File: config.mk
export PLATFORM = sky130hd
export DESIGN_NAME = lfsr_encrypt_engine
export DESIGN_NICKNAME = d
export VERILOG_FILES = /design/src/rtl/lfsr_encrypt_engine.sv
export SDC_FILE = /design/constraint.sdc
export NUM_CORES = 1
export LEC_CHECK = 0
export BUFFER_PORTS_ARGS = -buffer_cell sky130_fd_sc_hd__buf_2
export CORE_ASPECT_RATIO = 1.1
export CORE_MARGIN = 2
export CORE_UTILIZATION = 55
export CTS_BUF_LIST = sky130_fd_sc_hd__clkbuf_16
export CTS_CLUSTER_SIZE = 12
export DETAILED_ROUTE_END_ITERATION = 10
export GPL_ROUTABILITY_DRIVEN = 0
export PLACE_DENSITY = 0.85
export SLEW_MARGIN = 20
export SYNTH_ARGS = -nofsm -noshare
export SYNTH_HDL_FRONTEND = slang
export SYNTH_SLANG_ARGS = --single-unit
File: constraint.sdc
create_clock -name clk -period 5.7 [get_ports clk]
set_clock_uncertainty 0.15 [all_clocks]
set_input_delay 0.285 -clock clk [delete_from_list [all_inputs] [get_ports clk]]
set_output_delay 0.285 -clock clk [all_outputs]
set_load 0.02 [all_outputs]
File: src/rtl/lfsr_encrypt_engine.sv
// Transmit-side LFSR encryptor: writes a PAD_CHAR preamble followed by the plaintext,
// each character XORed with a 6-bit maximal-length LFSR stream, one character per clock.
module lfsr_encrypt_engine #(
  parameter int unsigned N        = 64,
  parameter logic [7:0]  MSG_BASE = 8'd0,
  parameter logic [7:0]  ENC_BASE = 8'd64,
  parameter logic [7:0]  PAD_CHAR = 8'h5F
) (
  input  logic       clk,
  input  logic       init_n,
  input  logic       start,
  input  logic [2:0] tap_sel,
  input  logic [5:0] seed,
  input  logic [3:0] pre_len,
  output logic [7:0] raddr,
  input  logic [7:0] data_in,
  output logic       wr_en,
  output logic [7:0] waddr,
  output logic [7:0] data_out,
  output logic       busy,
  output logic       done,
  output logic       err
);

  typedef enum logic [1:0] {IDLE, RUN, DONE} state_t;

  state_t      state_q;
  logic [7:0]  raddr_q;
  logic [7:0]  waddr_q;
  logic        wr_en_q;
  logic        busy_q;
  logic        done_q;
  logic        err_q;
  logic [5:0]  lfsr_q;
  logic [6:0]  k_q;
  logic [5:0]  taps_q;
  logic [3:0]  preLen_q;

  logic [5:0]  reqTaps;
  logic        reqOk;
  logic [6:0]  kNext;
  logic [6:0]  preLen7;
  logic [5:0]  lfsrNext;
  logic [7:0]  raddrNext;
  logic        lastChar;
  logic [7:0]  plain;

  always_comb begin
    reqTaps = 6'h21;
    case (tap_sel)
      3'd0:    reqTaps = 6'h21;
      3'd1:    reqTaps = 6'h2D;
      3'd2:    reqTaps = 6'h30;
      3'd3:    reqTaps = 6'h33;
      3'd4:    reqTaps = 6'h36;
      3'd5:    reqTaps = 6'h39;
      default: reqTaps = 6'h21;
    endcase
  end

  assign reqOk = (tap_sel <= 3'd5) && (seed != 6'd0) &&
                 (pre_len >= 4'd7) && (pre_len <= 4'd12);

  assign preLen7  = {3'b000, preLen_q};
  assign kNext    = k_q + 7'd1;
  assign lfsrNext = {lfsr_q[4:0], ^(lfsr_q & taps_q)};
  assign lastChar = (k_q == 7'(N - 1));

  // Read address runs one character ahead so data_in lines up with the next write.
  assign raddrNext = (kNext >= preLen7) ? (MSG_BASE + {1'b0, kNext - preLen7}) : MSG_BASE;

  assign plain    = (k_q < preLen7) ? PAD_CHAR : data_in;
  assign data_out = wr_en_q ? (plain ^ {2'b00, lfsr_q}) : 8'h00;

  assign raddr = raddr_q;
  assign waddr = waddr_q;
  assign wr_en = wr_en_q;
  assign busy  = busy_q;
  assign done  = done_q;
  assign err   = err_q;

  always_ff @(posedge clk or negedge init_n) begin
    if (!init_n) begin
      state_q  <= IDLE;
      raddr_q  <= 8'd0;
      waddr_q  <= 8'd0;
      wr_en_q  <= 1'b0;
      busy_q   <= 1'b0;
      done_q   <= 1'b0;
      err_q    <= 1'b0;
      lfsr_q   <= 6'd0;
      k_q      <= 7'd0;
      taps_q   <= 6'd0;
      preLen_q <= 4'd0;
    end else begin
      case (state_q)
        IDLE, DONE: begin
          if (start) begin
            if (reqOk) begin
              taps_q   <= reqTaps;
              preLen_q <= pre_len;
              lfsr_q   <= seed;
              k_q      <= 7'd0;
              state_q  <= RUN;
              busy_q   <= 1'b1;
              done_q   <= 1'b0;
              err_q    <= 1'b0;
              wr_en_q  <= 1'b1;
              waddr_q  <= ENC_BASE;
              raddr_q  <= MSG_BASE;
            end else begin
              err_q   <= 1'b1;
              done_q  <= 1'b0;
              state_q <= IDLE;
            end
          end
        end
        RUN: begin
          k_q     <= kNext;
          lfsr_q  <= lfsrNext;
          waddr_q <= ENC_BASE + {1'b0, kNext};
          raddr_q <= raddrNext;
          if (lastChar) begin
            state_q <= DONE;
            wr_en_q <= 1'b0;
            busy_q  <= 1'b0;
            done_q  <= 1'b1;
          end
        end
        default: state_q <= IDLE;
      endcase
    end
  end

endmodule

# Word level (Yosys, flattened, before mapping)
# Index checks and enable logic that the tools add are counted.
[totals]
register_bits = 44
input_bits = 24
[op_classes]
n_eq_ne = 11
n_mux = 28
reduce_logical = 14
bitwise_logic = 2
order_cmp = 5
add_sub_neg = 3
[op_table]
columns = ["operator", "n"]
rows = [
  ["8-bit two-way mux", 6],
  ["8-bit case mux with 2 select lines", 2],
  ["5-bit case mux with 5 select lines", 1],
  ["7-bit two-way mux", 3],
  ["7-bit case mux with 2 select lines", 1],
  ["6-bit two-way mux", 2],
  ["6-bit case mux with 2 select lines", 1],
  ["3-bit AND reduction", 3],
  ["7-bit by 7-bit adder with 8-bit output, first input constant", 1],
  ["8-bit by 6-bit XOR with 8-bit output", 1],
  ["7-bit by 1-bit adder with 7-bit output, second input constant", 1],
  ["7-bit by 6-bit equality test with 1-bit output, second input constant", 1],
  ["7-bit by 4-bit >= comparator with 1-bit output", 1],
  ["7-bit by 4-bit < comparator with 1-bit output", 1],
  ["1-bit two-way mux", 7],
  ["7-bit by 4-bit subtractor with 7-bit output", 1],
  ["6-bit AND", 1],
  ["3-bit by 2-bit equality test with 1-bit output, second input constant", 2],
  ["3-bit equality test, second input constant", 2],
  ["2-bit != test, second input constant", 3],
  ["6-bit nonzero test", 1],
  ["6-bit parity", 1],
  ["4-bit by 3-bit >= comparator with 1-bit output, second input constant", 1],
  ["4-bit <= comparator, second input constant", 1],
  ["other kinds (13)", 18],
]

# Longest topological paths before layout
# Gate-level depths: netlist of the first run.
[depth]
ltp_word = 7
ltp_mapped = 8
ltp_nobuf = 8

# Least setup slack after synthesis of the first run
# Ideal clock, no wire load.
[synth_timing]
path_type = "flip-flop to flip-flop"
start = "register waddr[0] (netlist name)"
end = "register raddr_q[0] (netlist: raddr[0])"
t_arrival_ps = 2254
n_path_buf = 0
required_ps = 5428
period_less_slack_ps = 2526
stages_incl_launch_ff = 9
setup_time_ps = 122
path_slack_ps = 3174
path_cell_list = "dfrtp_1 > ha_1 > xor2_1 > ha_1 > o21ai_0 > a21oi_1 > nor3_1 > nand4bb_1 > a32o_1"
[synth_rtl]
columns = ["element", "line", "source"]
rows = [
  ["to (signal assigned)", "122", "raddr_q <= raddrNext;"],
  ["to (decl)", "28", "logic [7:0] raddr_q;"],
]

# Worst setup path in the final report of the first run
[layout_timing]
start = "register preLen_q[1]"
end = "output port data_out[5]"
[layout_between]
elab_chain_cells = 4
[layout_lines]
columns = ["element", "line", "source"]
rows = [
  ["from (decl)", "37", "logic [3:0] preLen_q;"],
  ["from (signal assigned)", "101", "preLen_q <= pre_len;"],
  ["7-bit by 4-bit < comparator with 1-bit output", "72", "assign plain = (k_q < preLen7) ? PAD_CHAR : data_in;"],
  ["8-bit two-way mux", "72", ""],
  ["8-bit by 6-bit XOR with 8-bit output", "73", "assign data_out = wr_en_q ? (plain ^ {2'b00, lfsr_q}) : 8'h00;"],
  ["8-bit two-way mux", "73", ""],
  ["to (decl)", "19", "output logic [7:0] data_out,"],
]
# Every way passes these cells.

==> flow_summary.json, run 1 <==
{
  "drc": 0,
  "critical_path_class": "reg -> out",
  "slowest_stage": "o21ai_1",
  "cts_sinks": 36,
  "grt_pass1_vias": 1719,
  "synth_cell_types": 44,
  "rrSetupSlack_ps": 2930,
  "status": "completed",
  "postSynthCellCount": 232,
  "synth_edf_count": 0,
  "cts_max_level": 2,
  "initial_utilization": 0.567,
  "track_usage": 0.221,
  "synthesis.area_mm2": 0.00221,
  "p_leak_nw": 1.25,
  "synth_fa_ha_area_frac": 0.0713,
  "ir_drop_mv": 0.287,
  "hold_viol_final": 0,
  "detail_route.wl_per_cell_um": 13.7,
  "endpoint_kind": "primary output",
  "grt_pass1_wl_mm": 7.80,
  "fin_crit_sh": 0.490,
  "r2r_cells": 8,
  "power_frac_clock": 0.166,
  "critical-path-top-delay-family": "compound AO/OA/AOI/OAI gates",
  "hold_path_depth": 3,
  "worstReg2RegStart": "waddr[0]",
  "io_buffers": 50,
  "postCtsHoldBufs": 1,
  "worst_pin_slew_ps": 1030,
  "pwr-share-seq": 0.257,
  "cts-root-buf": "clkbuf_16",
  "period_needed_ps": 2790,
  "fp.dieW_um": 64.5,
  "io_pins": 52,
  "fill_cells": 313,
  "ys_warn_count": 0,
  "rows": 24,
  "required_ps": 5270,
  "min_from": "pre_len[3]",
  "drt_first_pass_iters": 4,
  "fin_area_mm2": 0.00268,
  "post_cts_resized": 0,
  "synthXorXnorAreaFrac": 0.0475,
  "synth_top_family_by_area": "simple AND/OR/NAND/NOR gates",
  "syn_avg_cell_area_um2": 9.54,
  "slowest_delay_ps": 460,
  "antennaDiodeCount": 0,
  "clkTransAtPathRegs_ps": 60,
  "fin_util": 0.686,
  "async_flop_share": 1.00,
  "die_h_um": 70.5,
  "synth_compound_area_frac": 0.145,
  "grt_overflow": 0,
  "synthMuxAreaShare": 0.0933,
  "drv_slew": 0,
  "max-slew-margin-rel": 0.316,
  "crit_buf_inv": 2,
  "cts_setup_buffers": 0,
  "synth_seq_cells": 36,
  "areaGrowthSynthToFinish_pct": 21.0,
  "routed_wl_mm": 4.58,
  "p_sw_frac": 0.437,
  "start_kind": "flop",
  "grt_start_max_net_pins": 37,
  "num_vias": 1831,
  "rsz0062_at_grt": "no",
  "timing.fmax_mhz": 358,
  "maxCapViolations": 0,
  "cts_made_buffers": 5,
  "vias_per_cell": 5.47,
  "worstReg2RegEnd": "raddr[1]",
  "worstPathArrival_ps": 2360,
  "holdCritPathClass": "in -> reg",
  "place_hpwl_mm": 3.39,
  "cts_tree": "done",
  "holdPathEnd": "preLen_q[3]",
  "clkLatencyLatePin_ps": 280,
  "drive_above_1_share": 0.254,
  "antenna_found_initial": 0,
  "setup_viol": 0,
  "dieArea_mm2": 0.00455,
  "synthesis.nets": 268,
  "path_cells": "inv_1 > ha_1 > nor2b_1 > o21a_1 > o21ai_1 > a21boi_0 > mux2i_1 > buf_2",
  "power_density_mw_per_mm2": 701,
  "switchingPower_mw": 0.821,
  "p_comb_frac": 0.577,
  "synth_ff_type": "dfrtp_1",
  "nNetsFinal": 318,
  "drt_iter0_drc": 86,
  "route.antenna.remaining_nets": 0,
  "synth-seq-area-share": 0.407,
  "intPower_mw": 1.06,
  "coreArea_mm2": 0.00390,
  "clk_path_buf_depth": 2,
  "yosys.area_share.simple": 0.196,
  "dpl_cell_area_mm2": 0.00249,
  "crit_fanout": 8,
  "startpoint": "preLen_q[1]",
  "setup_tns_ps": 0
}
cell families after synthesis:
logic type / after synthesis
AND/OR/NAND/NOR: 84
buffers and inverters: 18
XOR/XNOR: 12
multiplexers: 20
flip-flops: 36
adder cells (fa/ha/maj): 12
other: 1
AO/OA/AOI/OAI: 49
synth_stat cells, types with 2 or more instances:
master     n  area, um2
buf_4      2       15.0
a31o_2     2       17.5
a32o_1     3       30.0
nand3_1    5       25.0
nor4_1     2       12.5
a21oi_1   13       65.1
clkbuf_1   6       22.5
mux2i_1   15        150
xnor2_1    8       70.1
dfrtp_1   36        901
o21a_1     3       22.5
nor2b_1    3       18.8
nor3_1     4       20.0
nor2_1     6       22.5
nand2_1   40        150
o21ai_1    7       35.0
inv_1      8       30.0
ha_1      11        138
nand2b_1  16        100
mux2_2     5       56.3
o21ai_0   11       55.1
xor2_1     4       35.0
routing by layer:
metal  up-vias  track usage  part of all wire
met5         -            0                 0
met4         0       0.0851             0.021
met3        10       0.0483             0.050
met2        51        0.360              0.48
met1       865        0.288              0.45
li1        905            -                 -
flip-flops by register name, summed over array words and instances, names as in the netlist:
signal / count
err: 1
done: 1
busy: 1
state_q: 2
taps_q: 6
waddr: 8
lfsr_q: 6
preLen_q: 4
raddr: 7
worst min-delay path: cells and delay by family:
family	cells	cell delay (ps)
AO/OA/AOI/OAI	1	60
buffers and inverters	1	100
AND/OR/NAND/NOR	1	40
worst max path at each step:
stage / end / cells after the start
global route: data_out[5] / 8
global placement: raddr[1] / 8
finish: data_out[5] / 8
floorplan: raddr[0] / 8
CTS: data_out[5] / 5
detailed placement: raddr[1] / 8
cells in the final DEF (no fill, tap or decap), types with 2 or more instances in the layout:
cell type	netlist	routed
a21oi_1	13	13
a31o_2	2	2
a32o_1	3	3
buf_2	1	50
buf_4	2	2
clkbuf_16	0	5
dfrtp_1	36	36
ha_1	11	11
inv_1	8	8
mux2_2	5	5
mux2i_1	15	15
nand2_1	40	40
nand2b_1	16	16
nand3_1	5	5
nor2_1	6	6
nor2b_1	3	3
nor3_1	4	4
o21a_1	3	3
o21ai_0	11	11
o21ai_1	7	7
xnor2_1	8	8
xor2_1	4	4
through the flow:
stage	total power [mW]	setup slack, ps	cells	hold WS, ps
floorplan	1.30	3170	232	-161
global placement	1.53	3040	326	255
detailed placement	1.56	2960	326	256
CTS	1.88	2780	335	97.4
global route	2.04	2680	335	131
finish	1.88	2910	335	97.5
area by class of cell:
cell class / instances / area, um2 / area share
clock inverter: 3 / 46.3 / 0.0173
clock buffer: 5 / 125 / 0.0468
timing repair buffer: 53 / 275 / 0.103
tap: 52 / 65.1 / 0.0243
sequential: 36 / 901 / 0.337
inverter: 8 / 30.0 / 0.0112
multi-input combinational: 178 / 1230 / 0.461
power by group through the flow:
stage               sequential (mW)  clock (mW)  combinational [mW]
CTS                           0.481       0.316                1.08
finish                        0.481       0.312                1.08
floorplan                     0.515           0               0.786
global placement              0.481           0                1.05
detailed placement            0.485           0                1.07
global route                  0.502       0.328                1.21
Note: power is estimated with default switching activity, not from simulation.
==> run 2: changes to the inputs <==
- CORE_UTILIZATION: 55 -> 54
- PLACE_DENSITY: 0.85 -> 0.84
- clock period: 5.7 -> 2.8 ns (I/O delays scaled with it)
==> run 2 against run 1 <==
Against the previous run:
- hold slack got worse by 95 ps
- routed wire length increased by 12%
- setup slack got worse by 2700 ps
- global-route usage increased by 2.0 points
- flip-flop and latch count unchanged
- critical path depth increased by 1
- design area increased by 3.6%
- clock power increased by 96%
- critical endpoint is now raddr[1]
==> flow_summary.json, run 2 (synthesis results as in run 1) <==
{
  "clk_path_buf_depth": 2,
  "min_from": "start",
  "grt_pass1_vias": 1838,
  "post_cts_resized": 0,
  "detail_route.wl_per_cell_um": 14.7,
  "crit_path_end": "raddr[1]",
  "slowest_stage": "dfrtp_1",
  "grt_start_max_net_pins": 37,
  "nNetsFinal": 331,
  "crit_fanout": 6,
  "dieArea_mm2": 0.00463,
  "rsz0062_at_grt": "no",
  "drc": 0,
  "fin_crit_sh": 0.942,
  "drive_above_1_share": 0.264,
  "total_power_mw": 3.98,
  "endpoint_kind": "flop",
  "track_usage": 0.240,
  "largest_reg_flops": 8,
  "antenna_found_initial": 0,
  "max-slew-margin-rel": 0.475,
  "most-common-layout-cells": "buf_2, nand2_1, dfrtp_1",
  "p_leak_nw": 1.31,
  "critical_path_class": "reg -> reg",
  "critical-path-top-delay-family": "adder cells",
  "setup_viol": 0,
  "cts_tree": "done",
  "maxCapViolations": 0,
  "fin_util": 0.699,
  "hold_slack_ps": 2.95,
  "io_buffers": 50,
  "areaGrowthSynthToFinish_pct": 25.3,
  "vias_per_cell": 5.56,
  "die_h_um": 71.1,
  "place_ws_ps": 125,
  "slowest_delay_ps": 430,
  "worstPathArrival_ps": 2650,
  "hold_viol_final": 0,
  "cts_max_level": 2,
  "power_density_mw_per_mm2": 1430,
  "route.antenna.remaining_nets": 0,
  "cpMostUsedCell": "ha_1",
  "period_needed_ps": 2640,
  "cts_sinks": 36,
  "drt_iter0_drc": 93,
  "drv_slew": 0,
  "r2r_cells": 9,
  "startpoint": "waddr[0]",
  "fp.dieW_um": 65.0,
  "path_depth": 9,
  "rows": 24,
  "clkTransAtPathRegs_ps": 50,
  "io_pins": 52,
  "grt_overflow": 0,
  "fill_cells": 310,
  "layout.cells.most_common": "buf_2",
  "grt_pass1_wl_mm": 8.51,
  "holdCritPathClass": "in -> reg",
  "worstReg2RegEnd": "raddr[1]",
  "timing.fmax_mhz": 379,
  "antennaDiodeCount": 0,
  "clkLatencyLatePin_ps": 280,
  "cts-root-buf": "clkbuf_16",
  "coreArea_mm2": 0.00396,
  "place_hpwl_mm": 3.58,
  "start_kind": "flop",
  "crit_buf_inv": 1,
  "drt_first_pass_iters": 4,
  "ir_drop_mv": 0.595,
  "initial_utilization": 0.558,
  "num_vias": 1936,
  "worstReg2RegStart": "waddr[0]",
  "cts_made_buffers": 5,
  "worst_pin_slew_ps": 788,
  "routed_wl_mm": 5.11,
  "status": "completed",
  "path_cells": "ha_1 > xor2_1 > ha_1 > o21ai_0 > a21oi_1 > nor3_1 > nand4bb_1 > buf_4 > a32o_1",
  "fin_ws_ps": 162,
  "required_ps": 2810,
  "rrSetupSlack_ps": 160,
  "setup_tns_ps": 0
}
## run 2: how the worst min path moves through the flow
| stage | slack [ps] | depth (start not counted) | endpoint |
|---|---|---|---|
| after floorplan | -310 | 0 | busy |
| after global placement | 110 | 1 | waddr[0] |
| after detailed placement | 110 | 1 | preLen_q[1] |
| after CTS | 5 | 3 | state_q[1] |
| after global routing | 20 | 2 | preLen_q[0] |
| final | 3 | 3 | state_q[1] |
## run 2: layout make-up
cell class,instances,area [um2],area share
well taps,52,65.1,0.0235
clock buffers,5,125,0.0451
multi-input cells,178,1230,0.443
flip-flops and latches,36,901,0.325
clock inverters,3,38.8,0.0140
inverters,8,30.0,0.0108
repair buffers,66,385,0.139
## run 2: what timing repair did
item,4_1_cts,5_1_grt
hold endpoints to repair,41,0
hold buffers,6,0
setup endpoints to repair,0,8
buffers inserted,0,5
## run 2: report_power, final
group          switching [mW]  total, mW  leakage, nW  internal [mW]
combinational            1.33       2.38        0.789           1.05
sequential              0.222      0.982        0.438          0.760
clock                   0.197      0.611       0.0850          0.414
total                    1.75       3.97         1.31           2.23
## run 2: worst reg2reg max path: stages (launching register included)
cell and delay, ps:
dfrtp_1 430, ha_1 290, xor2_1 170, ha_1 350
o21ai_0 190, a21oi_1 60, nor3_1 310, nand4bb_1 150
buf_4 180, a32o_1 260
## run 2: through the flow
stage	area, um2	cells
3_3_place_gp	2510	329
3_5_place_dp	2510	329
4_1_cts	2740	343
5_1_grt	2770	348
6_report	2770	348
2_1_floorplan	2210	232
## run 2: metal layers
layer | track usage | vias to the layer above | wire length, um
met4 | 0.111 | 0 | 151
met2 | 0.376 | 73 | 2470
li1 | - | 936 | -
met3 | 0.0525 | 14 | 266
met1 | 0.322 | 913 | 2220
met5 | 0 | - | 0
